`src/rtl/reversible_pkg.sv`:
```
// Shared definitions for the reversible serial adder: FSM state encoding and
// the default operand width.
package reversible_pkg;

  localparam int DEFAULT_WIDTH = 8;

  typedef enum logic [1:0] {
    ST_IDLE = 2'd0,
    ST_RUN  = 2'd1,
    ST_DONE = 2'd2
  } state_e;

endpackage

```
`src/rtl/reversible_full_adder.sv`:
```
// Reversible full adder: the A and B inputs are carried through unchanged as
// garbage outputs so the caller can confirm the gate did not corrupt them.
module reversible_full_adder (
  input  logic i_a,
  input  logic i_b,
  input  logic i_c,
  output logic o_a,
  output logic o_b,
  output logic o_sum,
  output logic o_cout
);

  logic w_p;

  // Peres-style cascade: propagate term first, then sum and carry from it.
  assign w_p    = i_a ^ i_b;
  assign o_sum  = w_p ^ i_c;
  assign o_cout = (i_a & i_b) ^ (w_p & i_c);
  assign o_a    = i_a;
  assign o_b    = i_b;

endmodule

```
`src/rtl/reversible_serial_adder.sv`:
```
// Bit-serial adder built around one reversible full adder: operands are
// processed LSB first, one bit per clock, and the result is held until the next start.
module reversible_serial_adder
  import reversible_pkg::*;
#(
  parameter int WIDTH = DEFAULT_WIDTH
) (
  input  logic             clk,
  input  logic             rst,
  input  logic             start,
  input  logic [WIDTH-1:0] a,
  input  logic [WIDTH-1:0] b,
  input  logic             cin,
  output logic             busy,
  output logic             done,
  output logic [WIDTH-1:0] sum,
  output logic             cout,
  output logic             garbage_err,
  output state_e           dbg_state
);

  localparam int IDX_W = (WIDTH > 1) ? $clog2(WIDTH) : 1;

  state_e           r_state;
  state_e           w_state_nxt;
  logic [WIDTH-1:0] r_a;
  logic [WIDTH-1:0] r_b;
  logic [WIDTH-1:0] r_sum;
  logic             r_carry;
  logic             r_cout;
  logic             r_gerr;
  logic [IDX_W-1:0] r_idx;

  logic w_bit_a;
  logic w_bit_b;
  logic w_fa_a;
  logic w_fa_b;
  logic w_fa_sum;
  logic w_fa_cout;
  logic w_last;

  assign w_bit_a = r_a[r_idx];
  assign w_bit_b = r_b[r_idx];
  assign w_last  = (r_idx == IDX_W'(WIDTH - 1));

  reversible_full_adder u_fa (
    .i_a    (w_bit_a),
    .i_b    (w_bit_b),
    .i_c    (r_carry),
    .o_a    (w_fa_a),
    .o_b    (w_fa_b),
    .o_sum  (w_fa_sum),
    .o_cout (w_fa_cout)
  );

  always_comb begin
    w_state_nxt = r_state;
    case (r_state)
      ST_IDLE: if (start) w_state_nxt = ST_RUN;
      ST_RUN:  if (w_last) w_state_nxt = ST_DONE;
      ST_DONE: w_state_nxt = ST_IDLE;
      default: w_state_nxt = ST_IDLE;
    endcase
  end

  always_ff @(posedge clk or posedge rst) begin
    if (rst) begin
      r_state <= ST_IDLE;
      r_a     <= '0;
      r_b     <= '0;
      r_sum   <= '0;
      r_carry <= 1'b0;
      r_cout  <= 1'b0;
      r_gerr  <= 1'b0;
      r_idx   <= '0;
    end else begin
      r_state <= w_state_nxt;
      case (r_state)
        ST_IDLE: begin
          if (start) begin
            r_a     <= a;
            r_b     <= b;
            r_carry <= cin;
            r_sum   <= '0;
            r_cout  <= 1'b0;
            r_gerr  <= 1'b0;
            r_idx   <= '0;
          end
        end
        ST_RUN: begin
          // Sum bits enter at the MSB so the first (LSB) bit lands at bit 0.
          r_sum   <= {w_fa_sum, r_sum[WIDTH-1:1]};
          r_carry <= w_fa_cout;
          if (w_last) begin
            r_idx  <= '0;
            r_cout <= w_fa_cout;
          end else begin
            r_idx <= r_idx + 1'b1;
          end
          if ((w_fa_a != w_bit_a) || (w_fa_b != w_bit_b)) r_gerr <= 1'b1;
        end
        default: ;
      endcase
    end
  end

  assign busy        = (r_state != ST_IDLE);
  assign done        = (r_state == ST_DONE);
  assign sum         = r_sum;
  assign cout        = r_cout;
  assign garbage_err = r_gerr;
  assign dbg_state   = r_state;

endmodule

```
`config.mk`:
```
export PLATFORM = sky130hd
export DESIGN_NAME = reversible_serial_adder
export DESIGN_NICKNAME = d
export VERILOG_FILES = /design/src/rtl/reversible_pkg.sv /design/src/rtl/reversible_full_adder.sv /design/src/rtl/reversible_serial_adder.sv
export SDC_FILE = /design/constraint.sdc
export NUM_CORES = 1
export LEC_CHECK = 0
export CAP_MARGIN = 0
export CORE_MARGIN = 2
export CORE_UTILIZATION = 40
export CTS_BUF_LIST = sky130_fd_sc_hd__clkbuf_4 sky130_fd_sc_hd__clkbuf_8 sky130_fd_sc_hd__clkbuf_16
export CTS_CLUSTER_SIZE = 16
export DETAILED_ROUTE_END_ITERATION = 10
export MAX_ROUTING_LAYER = met4
export PLACE_DENSITY = 0.81
export RECOVER_POWER = 25
export SKIP_LAST_GASP = 1
export SLEW_MARGIN = 0
export SYNTH_ARGS = -nofsm -noshare
export SYNTH_HDL_FRONTEND = slang
export SYNTH_HIERARCHICAL = 1
export SYNTH_SLANG_ARGS = --single-unit
```
`constraint.sdc`:
```
create_clock -name clk -period 1.8 [get_ports clk]
set_input_delay 0.36 -clock clk [delete_from_list [all_inputs] [get_ports clk]]
set_output_delay 0.36 -clock clk [all_outputs]
set_load 0.03 [all_outputs]
```
==> summary.txt, run 1 <==
Synth
  • Cells after Synth: 155
  • Mux cell area share after synthesis: 9.338%
  • Post-Synth Simple-Gate Area: 22.92%
  • Syn nets: 178
  • Post-Synth XOR/XNOR Area: 0%
  • Post-synthesis sequential area ratio: 54.33%
  • Synth Area in Compound Gates: 5.942%
  • Unique masters post-synth: 25
  • Adder-cell share of the synthesized area: 3.056%
  • Largest family of logic cells by synthesized area: simple AND/OR/NAND/NOR gates
  • #FFs+latches synth: 32
  • Avg Cell Area, Syn: 9.509 um2
  • Cell Area, Synth: 0.001474 mm2
  • Syn. warnings: 6

Worst setup path
  • Critical path peak fanout: 4
  • Worst Path Required: 2.01 ns
  • Type of the worst setup path: reg -> reg
  • WP data arrival: 2.18 ns
  • CP startpoint kind: flop
  • CP endpoint kind: flop

Detailed routing
  • DR vias: 1,139
  • Post-detailed-route via-to-cell ratio: 4.687
  • ANT nets after route: 0
  • First drt pass iteration count: 4
  • WL final: 2.820 mm
  • WL/cell: 11.60 um
  • DR iter-0 viols: 80
  • Residual DRC: 0

Clock tree
  • TritonCTS Sinks: 32
  • CTS Buf Count: 5
  • Clock buffer depth: 2
  • Clk Latency, worst-skew pair: 0.28 ns
  • Hold Buf Count CTS: 0
  • Worst-path clk slew: 0.06 ns
  • CTS HTree Levels: 2
  • Root buf cell: clkbuf_8
  • CTS tree: done

Floorplan
  • Die width: 64.70 um
  • Initial core utilization: 40.87%
  • Row cnt: 22
  • Total die area: 0.004186 mm2
  • IO Count: 34
  • Core area: 0.003606 mm2
  • Die span in y: 64.70 um

STA
  • Max Freq: 506.2 MHz
  • Hold Fails Final Rpt: 0
  • RSZ-0062 raised after global routing: yes
  • Crit share post-route: 109.7%
  • Setup WS post-layout: -0.1754 ns
  • Fin crit period: 1.975 ns
  • Slew Viols, Final: 0
  • Setup Viol. Count Final: 4
  • Final setup TNS: -0.5292 ns
  • Normalized max-slew margin: 49.56%
  • Setup Skew: 0.002032 ns
  • Least-Margin Pin Slew: 0.7566 ns

Place
  • # port buffers: 33
  • HPWL after DPL: 2.059 mm
  • Final GP Congestion: 0.7981
  • Placed Cells incl. Taps: 235

Global route
  • Largest net degree at the start of global routing: 33
  • All-Layer GR Usage: 16.17%
  • First-pass GRT wire length: 5.030 mm
  • Initial antenna violation count: 0
  • Overflow left after global routing: 0
  • Vias in the first global route: 1,162

Power
  • Worst vdd ir: 0.7318 mV
  • Pwr dens: 1905 mW/mm2
  • Leakage: 0.9506 nW

Final layout
  • Area grow syn2layout: 35.57%
  • Filler instances: 329
  • Fraction of layout cells with a size suffix above 1: 13.85%
  • Layout Nets: 218
  • Commonest cells after routing, fill and taps aside: 73 x nand2_1, 31 x dfrtp_1, 30 x clkdlybuf4s50_1
  • Commonest non-fill, non-tap cell in the layout: nand2_1
  • N_diodes: 0
  • Reg area: 802.0 um2
  • Multi-input logic area: 608.1 um2
  • Finished Layout Cells: 243

Status
  • Failing checks: negative setup slack
  • Status: finished with violations

Job
  • Max-Cap Viols: 0

Hold path
  • Hold crit path type: reg -> reg
==> what timing repair did <==
item,CTS,global route
setup buffers,0,1
hold endpoints to repair,0,0
endpoints found under the setup margin,6,4
resized for setup,4,1
pin swaps,1,0
==> where the power goes <==
| part | switching (mW) | leakage (nW) | internal [mW] |
|---|---|---|---|
| combinational | 0.975 | 0.501 | 0.955 |
| clock | 0.243 | 0.0503 | 0.340 |
| sequential | 0.238 | 0.399 | 1.06 |
| total | 1.46 | 0.951 | 2.35 |
==> path summary, 6_finish.rpt <==
check / endpoint / slack (ns) / from / depth (start not counted)
min: r_a[7]$_DFFE_PP0P_ / 0.48 / r_a[7]$_DFFE_PP0P_ / 2
max: sum[7]$_DFFE_PP0P_ / -0.18 / r_idx[0]$_DFFE_PP0P_ / 5
max reg2reg: sum[7]$_DFFE_PP0P_ / -0.18 / r_idx[0]$_DFFE_PP0P_ / 5
min in group asynchronous: r_b[3]$_DFFE_PP0P_ / 0.73 / rst / 3
max in group asynchronous: r_idx[0]$_DFFE_PP0P_ / 0.55 / rst / 3
min reg2reg: r_a[7]$_DFFE_PP0P_ / 0.48 / r_a[7]$_DFFE_PP0P_ / 2
==> critical path: stages, from the launching register on <==
cell	delay [ns]
dfrtp_2	0.42
mux4_2	0.50
mux2_4	0.30
fa_2	0.56
nand2_1	0.04
o21ai_1	0.08
==> cells in the mapped netlist <==
cell	number	share of area [%]
a22o_1	1	0.59
a22oi_1	1	0.51
and2_1	3	1.3
and2b_1	1	0.51
buf_2	1	0.34
buf_4	2	1.0
buf_6	1	0.76
clkbuf_1	7	1.8
dfrtp_1	32	54
fa_1	1	1.4
ha_1	2	1.7
inv_1	2	0.51
mux2_2	1	0.76
mux2_4	1	1.0
mux2i_1	1	0.68
mux4_1	3	5.3
mux4_2	1	1.5
nand2_1	73	19
nand2b_1	1	0.42
nand3_1	2	0.68
nor2_1	4	1.0
nor2b_1	1	0.42
o2111ai_1	1	0.59
o21ai_1	11	3.7
o31ai_1	1	0.51
==> layout make-up <==
type                            instances  area share [%]
Clock buffer                            7           4.822
Multi-Input combinational cell        110           30.43
Sequential cell                        32           40.14
Tap cell                               48           3.006
Inverter                                2          0.3757
Timing Repair Buffer                   44           21.23
==> per-stage QoR <==
stage	utilization, %	instance area (um2)	setup slack (ns)	power, mW	hold slack, ns
floorplan	-	1473	-0.1821	2.616	0.4403
global placement	52.39	1889	-0.1764	3.109	0.4567
detailed placement	52.39	1889	-0.2232	3.192	0.4682
CTS	55.14	1988	-0.1819	3.794	0.4723
global route	55.41	1998	-0.2484	4.115	0.5145
finish	55.41	1998	-0.1754	3.807	0.4776
==> kinds of logic after synthesis <==
kind of cell | Yosys count
fa+ha+maj | 3
buf+inv | 13
mux | 7
flops | 32
compound gates | 15
simple gates | 85
==> flip-flops by register name, indices dropped and copies added, names as in the netlist <==
signal       count
r_a              8
r_b              8
sum              8
r_idx            3
dbg_state        2
cout             1
garbage_err      1
r_carry          1
==> layer usage <==
metal  vias up  wire [um]  GRT usage [%]  part of all wire [%]
met5         -          0              -                     0
met4         0         66          5.851                   2.3
met3         8        144          5.382                   5.1
met2        31       1329          25.13                    47
met1       526       1279          19.75                    45
li1        574          -              -                     -
(Power assumes the default switching activity.)
==> inputs of run 2 (changes only) <==
--- a/config.mk
+++ b/config.mk
@@ -6,13 +6,14 @@
 export NUM_CORES = 1
 export LEC_CHECK = 0
 export CAP_MARGIN = 0
-export CORE_MARGIN = 2
+export CORE_MARGIN = 1.5
 export CORE_UTILIZATION = 40
 export CTS_BUF_LIST = sky130_fd_sc_hd__clkbuf_4 sky130_fd_sc_hd__clkbuf_8 sky130_fd_sc_hd__clkbuf_16
 export CTS_CLUSTER_SIZE = 16
 export DETAILED_ROUTE_END_ITERATION = 10
+export DONT_BUFFER_PORTS = 1
 export MAX_ROUTING_LAYER = met4
-export PLACE_DENSITY = 0.81
+export PLACE_DENSITY = 0.68
 export RECOVER_POWER = 25
 export SKIP_LAST_GASP = 1
 export SLEW_MARGIN = 0
==> summary.txt, run 2 (synthesized netlist as in run 1, its figures left out) <==
Status
  • Status: finished with violations
  • Failing checks: negative setup slack

Final layout
  • Fraction of layout cells with a size suffix above 1: 18.18% (+4.3 points)
  • Commonest non-fill, non-tap cell in the layout: nand2_1
  • Post-route cell area: 0.001678 mm2 (-16%)
  • Filler instances: 326 (-0.91%)
  • Multi-input logic area: 608.1 um2 (unchanged)
  • Layout Nets: 188 (-14%)
  • N_diodes: 0 (unchanged)
  • Finished Layout Cells: 211 (-13%)
  • Reg area: 802.0 um2 (unchanged)
  • Commonest cells after routing, fill and taps aside: 73 x nand2_1, 31 x dfrtp_1, 12 x buf_4
  • Area grow syn2layout: 13.84%

Worst setup path
  • CP Cell Sequence: mux4_2 -> mux2_4 -> fa_2 -> nand2_1 -> o21ai_1
  • WP data arrival: 2.16 ns (-0.02 ns)
  • Crit-path slowest cell: fa_2
  • Cell family with most CP delay: multiplexers
  • CP startpoint kind: flop
  • Type of the worst setup path: reg -> reg
  • CP peak stage delay: 0.56 ns (about the same)
  • Worst Path Required: 2.01 ns (about the same)
  • CP endpoint kind: flop
  • Critical path peak fanout: 4 (unchanged)
  • Worst Path Buf+Inv: 0 (unchanged)

Power
  • Clock power share: 16.4% (+1.1 points)
  • Comb pwr share: 41.8% (-8.9 points)
  • Worst vdd ir: 0.8613 mV (+18%)
  • Power Total: 3.546 mW (-6.9%)
  • Sw Ratio: 39.99% (+1.7 points)
  • Sw power: 1.418 mW (-2.6%)
  • Leakage: 0.8320 nW (-12%)
  • Pwr dens: 2113 mW/mm2 (+11%)
  • P_int: 2.128 mW (-9.5%)
  • Sequential Power Share: 41.8% (+7.8 points)

Detailed routing
  • First drt pass iteration count: 4 (unchanged)
  • ANT nets after route: 0 (unchanged)
  • DR iter-0 viols: 55 (-31%)
  • WL final: 2.760 mm (-2.1%)
  • Residual DRC: 0 (unchanged)
  • DR vias: 1,011 (-11%)
  • WL/cell: 13.08 um (+13%)
  • Post-detailed-route via-to-cell ratio: 4.791 (+2.2%)

Global route
  • Vias in the first global route: 1,036 (-11%)
  • Initial antenna violation count: 0 (unchanged)
  • Largest net degree at the start of global routing: 33 (unchanged)
  • All-Layer GR Usage: 15.76% (-0.40 points)
  • Overflow left after global routing: 0 (unchanged)
  • First-pass GRT wire length: 4.809 mm (-4.4%)

STA
  • Normalized max-slew margin: 48.70% (-0.86 points)
  • Setup Skew: 0.002897 ns (+0.0008642 ns)
  • Setup Viol. Count Final: 4 (unchanged)
  • Slew Viols, Final: 0 (unchanged)
  • Crit share post-route: 108.8% (-0.94 points)
  • Fin crit period: 1.959 ns (-0.01686 ns)
  • Hold_ws: 0.1878 ns (-0.2899 ns)
  • Least-Margin Pin Slew: 0.7695 ns (+0.01295 ns)
  • Final setup TNS: -0.5228 ns (+0.006417 ns)
  • Setup WS post-layout: -0.1585 ns (+0.01686 ns)
  • Hold Fails Final Rpt: 0 (unchanged)
  • RSZ-0062 raised after global routing: yes
  • Max Freq: 510.6 MHz (+0.86%)

Clock tree
  • Hold Buf Count CTS: 0 (unchanged)
  • Root buf cell: clkbuf_8
  • CTS Buf Count: 5 (unchanged)
  • Clk Latency, worst-skew pair: 0.27 ns (about the same)
  • CTS tree: done
  • Clock buffer depth: 2 (unchanged)
  • TritonCTS Sinks: 32 (unchanged)
  • CTS HTree Levels: 2 (unchanged)
  • Worst-path clk slew: 0.06 ns (about the same)

Place
  • # port buffers: 0 (-100%)
  • Placed Cells incl. Taps: 202 (-14%)
  • HPWL after DPL: 1.914 mm (-7.1%)
  • Final GP Congestion: 0.8300 (+4.0%)
  • Area of placed instances: 0.001559 mm2 (-17%)

Floorplan
  • Initial core utilization: 42.82% (+1.9 points)
  • IO Count: 34 (unchanged)
  • Die span in y: 63.70 um (-1.5%)
  • Total die area: 0.004058 mm2 (-3.1%)
  • Die width: 63.70 um (-1.5%)
  • Core area: 0.003442 mm2 (-4.5%)
  • Row cnt: 21 (-4.5%)

Job
  • Max-Cap Viols: 0 (unchanged)

Hold path
  • Hold crit path type: in -> async
## run 2: changes by cell type in the layout (fill, tap and decap cells not counted), sizes merged
cell           delta
clkdlybuf4s50    -30
buf               +3
dlygate4sd2       -2
dlygate4sd3       -1
## run 2: metrics by stage
step / util, % / setup slack, ns
finish: 48.75 / -0.1585
global placement: 45.29 / -0.2188
global route: 48.75 / -0.2284
floorplan: - / -0.1821
detailed placement: 45.29 / -0.2610
CTS: 48.56 / -0.1753
## run 2: path summary, 6_finish.rpt
check	from	endpoint	slack, ns	cells after the start
min in group clk	b[6]	r_b[6]$_DFFE_PP0P_	0.19	2
worst max register to register	r_idx[0]$_DFFE_PP0P_	sum[7]$_DFFE_PP0P_	-0.16	5
worst min register to register	r_b[2]$_DFFE_PP0P_	r_b[2]$_DFFE_PP0P_	0.48	2
worst min-delay path	rst	dbg_state[1]$_DFFE_PP0P_	0.19	2
worst max-delay path	r_idx[0]$_DFFE_PP0P_	sum[7]$_DFFE_PP0P_	-0.16	5
max in group asynchronous	rst	r_idx[0]$_DFFE_PP0P_	1.08	2
## run 2: area by class of cell
type                            instances  share of cell area (%)
Tap cell                               46                   3.430
Sequential cell                        32                   47.80
Multi-Input combinational cell        110                   36.24
Inverter                                2                  0.4474
Clock buffer                            7                   5.742
Timing Repair Buffer                   14                   6.339
## run 2: repair_timing
item,in CTS,in global routing
endpoints found under the setup margin,4,4
gates resized for setup,1,2
pin swaps,1,3
setup buffers,2,0
## run 2: power by group through the flow
stage          Sequential, mW  Clock (mW)  Combinational [mW]
2_1_floorplan            1.45           0                1.17
3_3_place_gp             1.50           0                1.34
4_1_cts                  1.49       0.606                1.46
6_report                 1.48       0.581                1.48
5_1_grt                  1.53       0.636                1.67
3_5_place_dp             1.50           0                1.40
## run 2: metal layers
| metal | wire length [um] | share of wire [%] | global-route usage, % |
|---|---|---|---|
| met1 | 1288 | 47 | 19.03 |
| met3 | 139 | 5.0 | 5.893 |
| met5 | 0 | 0 | - |
| met4 | 22 | 0.80 | 4.891 |
| met2 | 1310 | 47 | 24.61 |
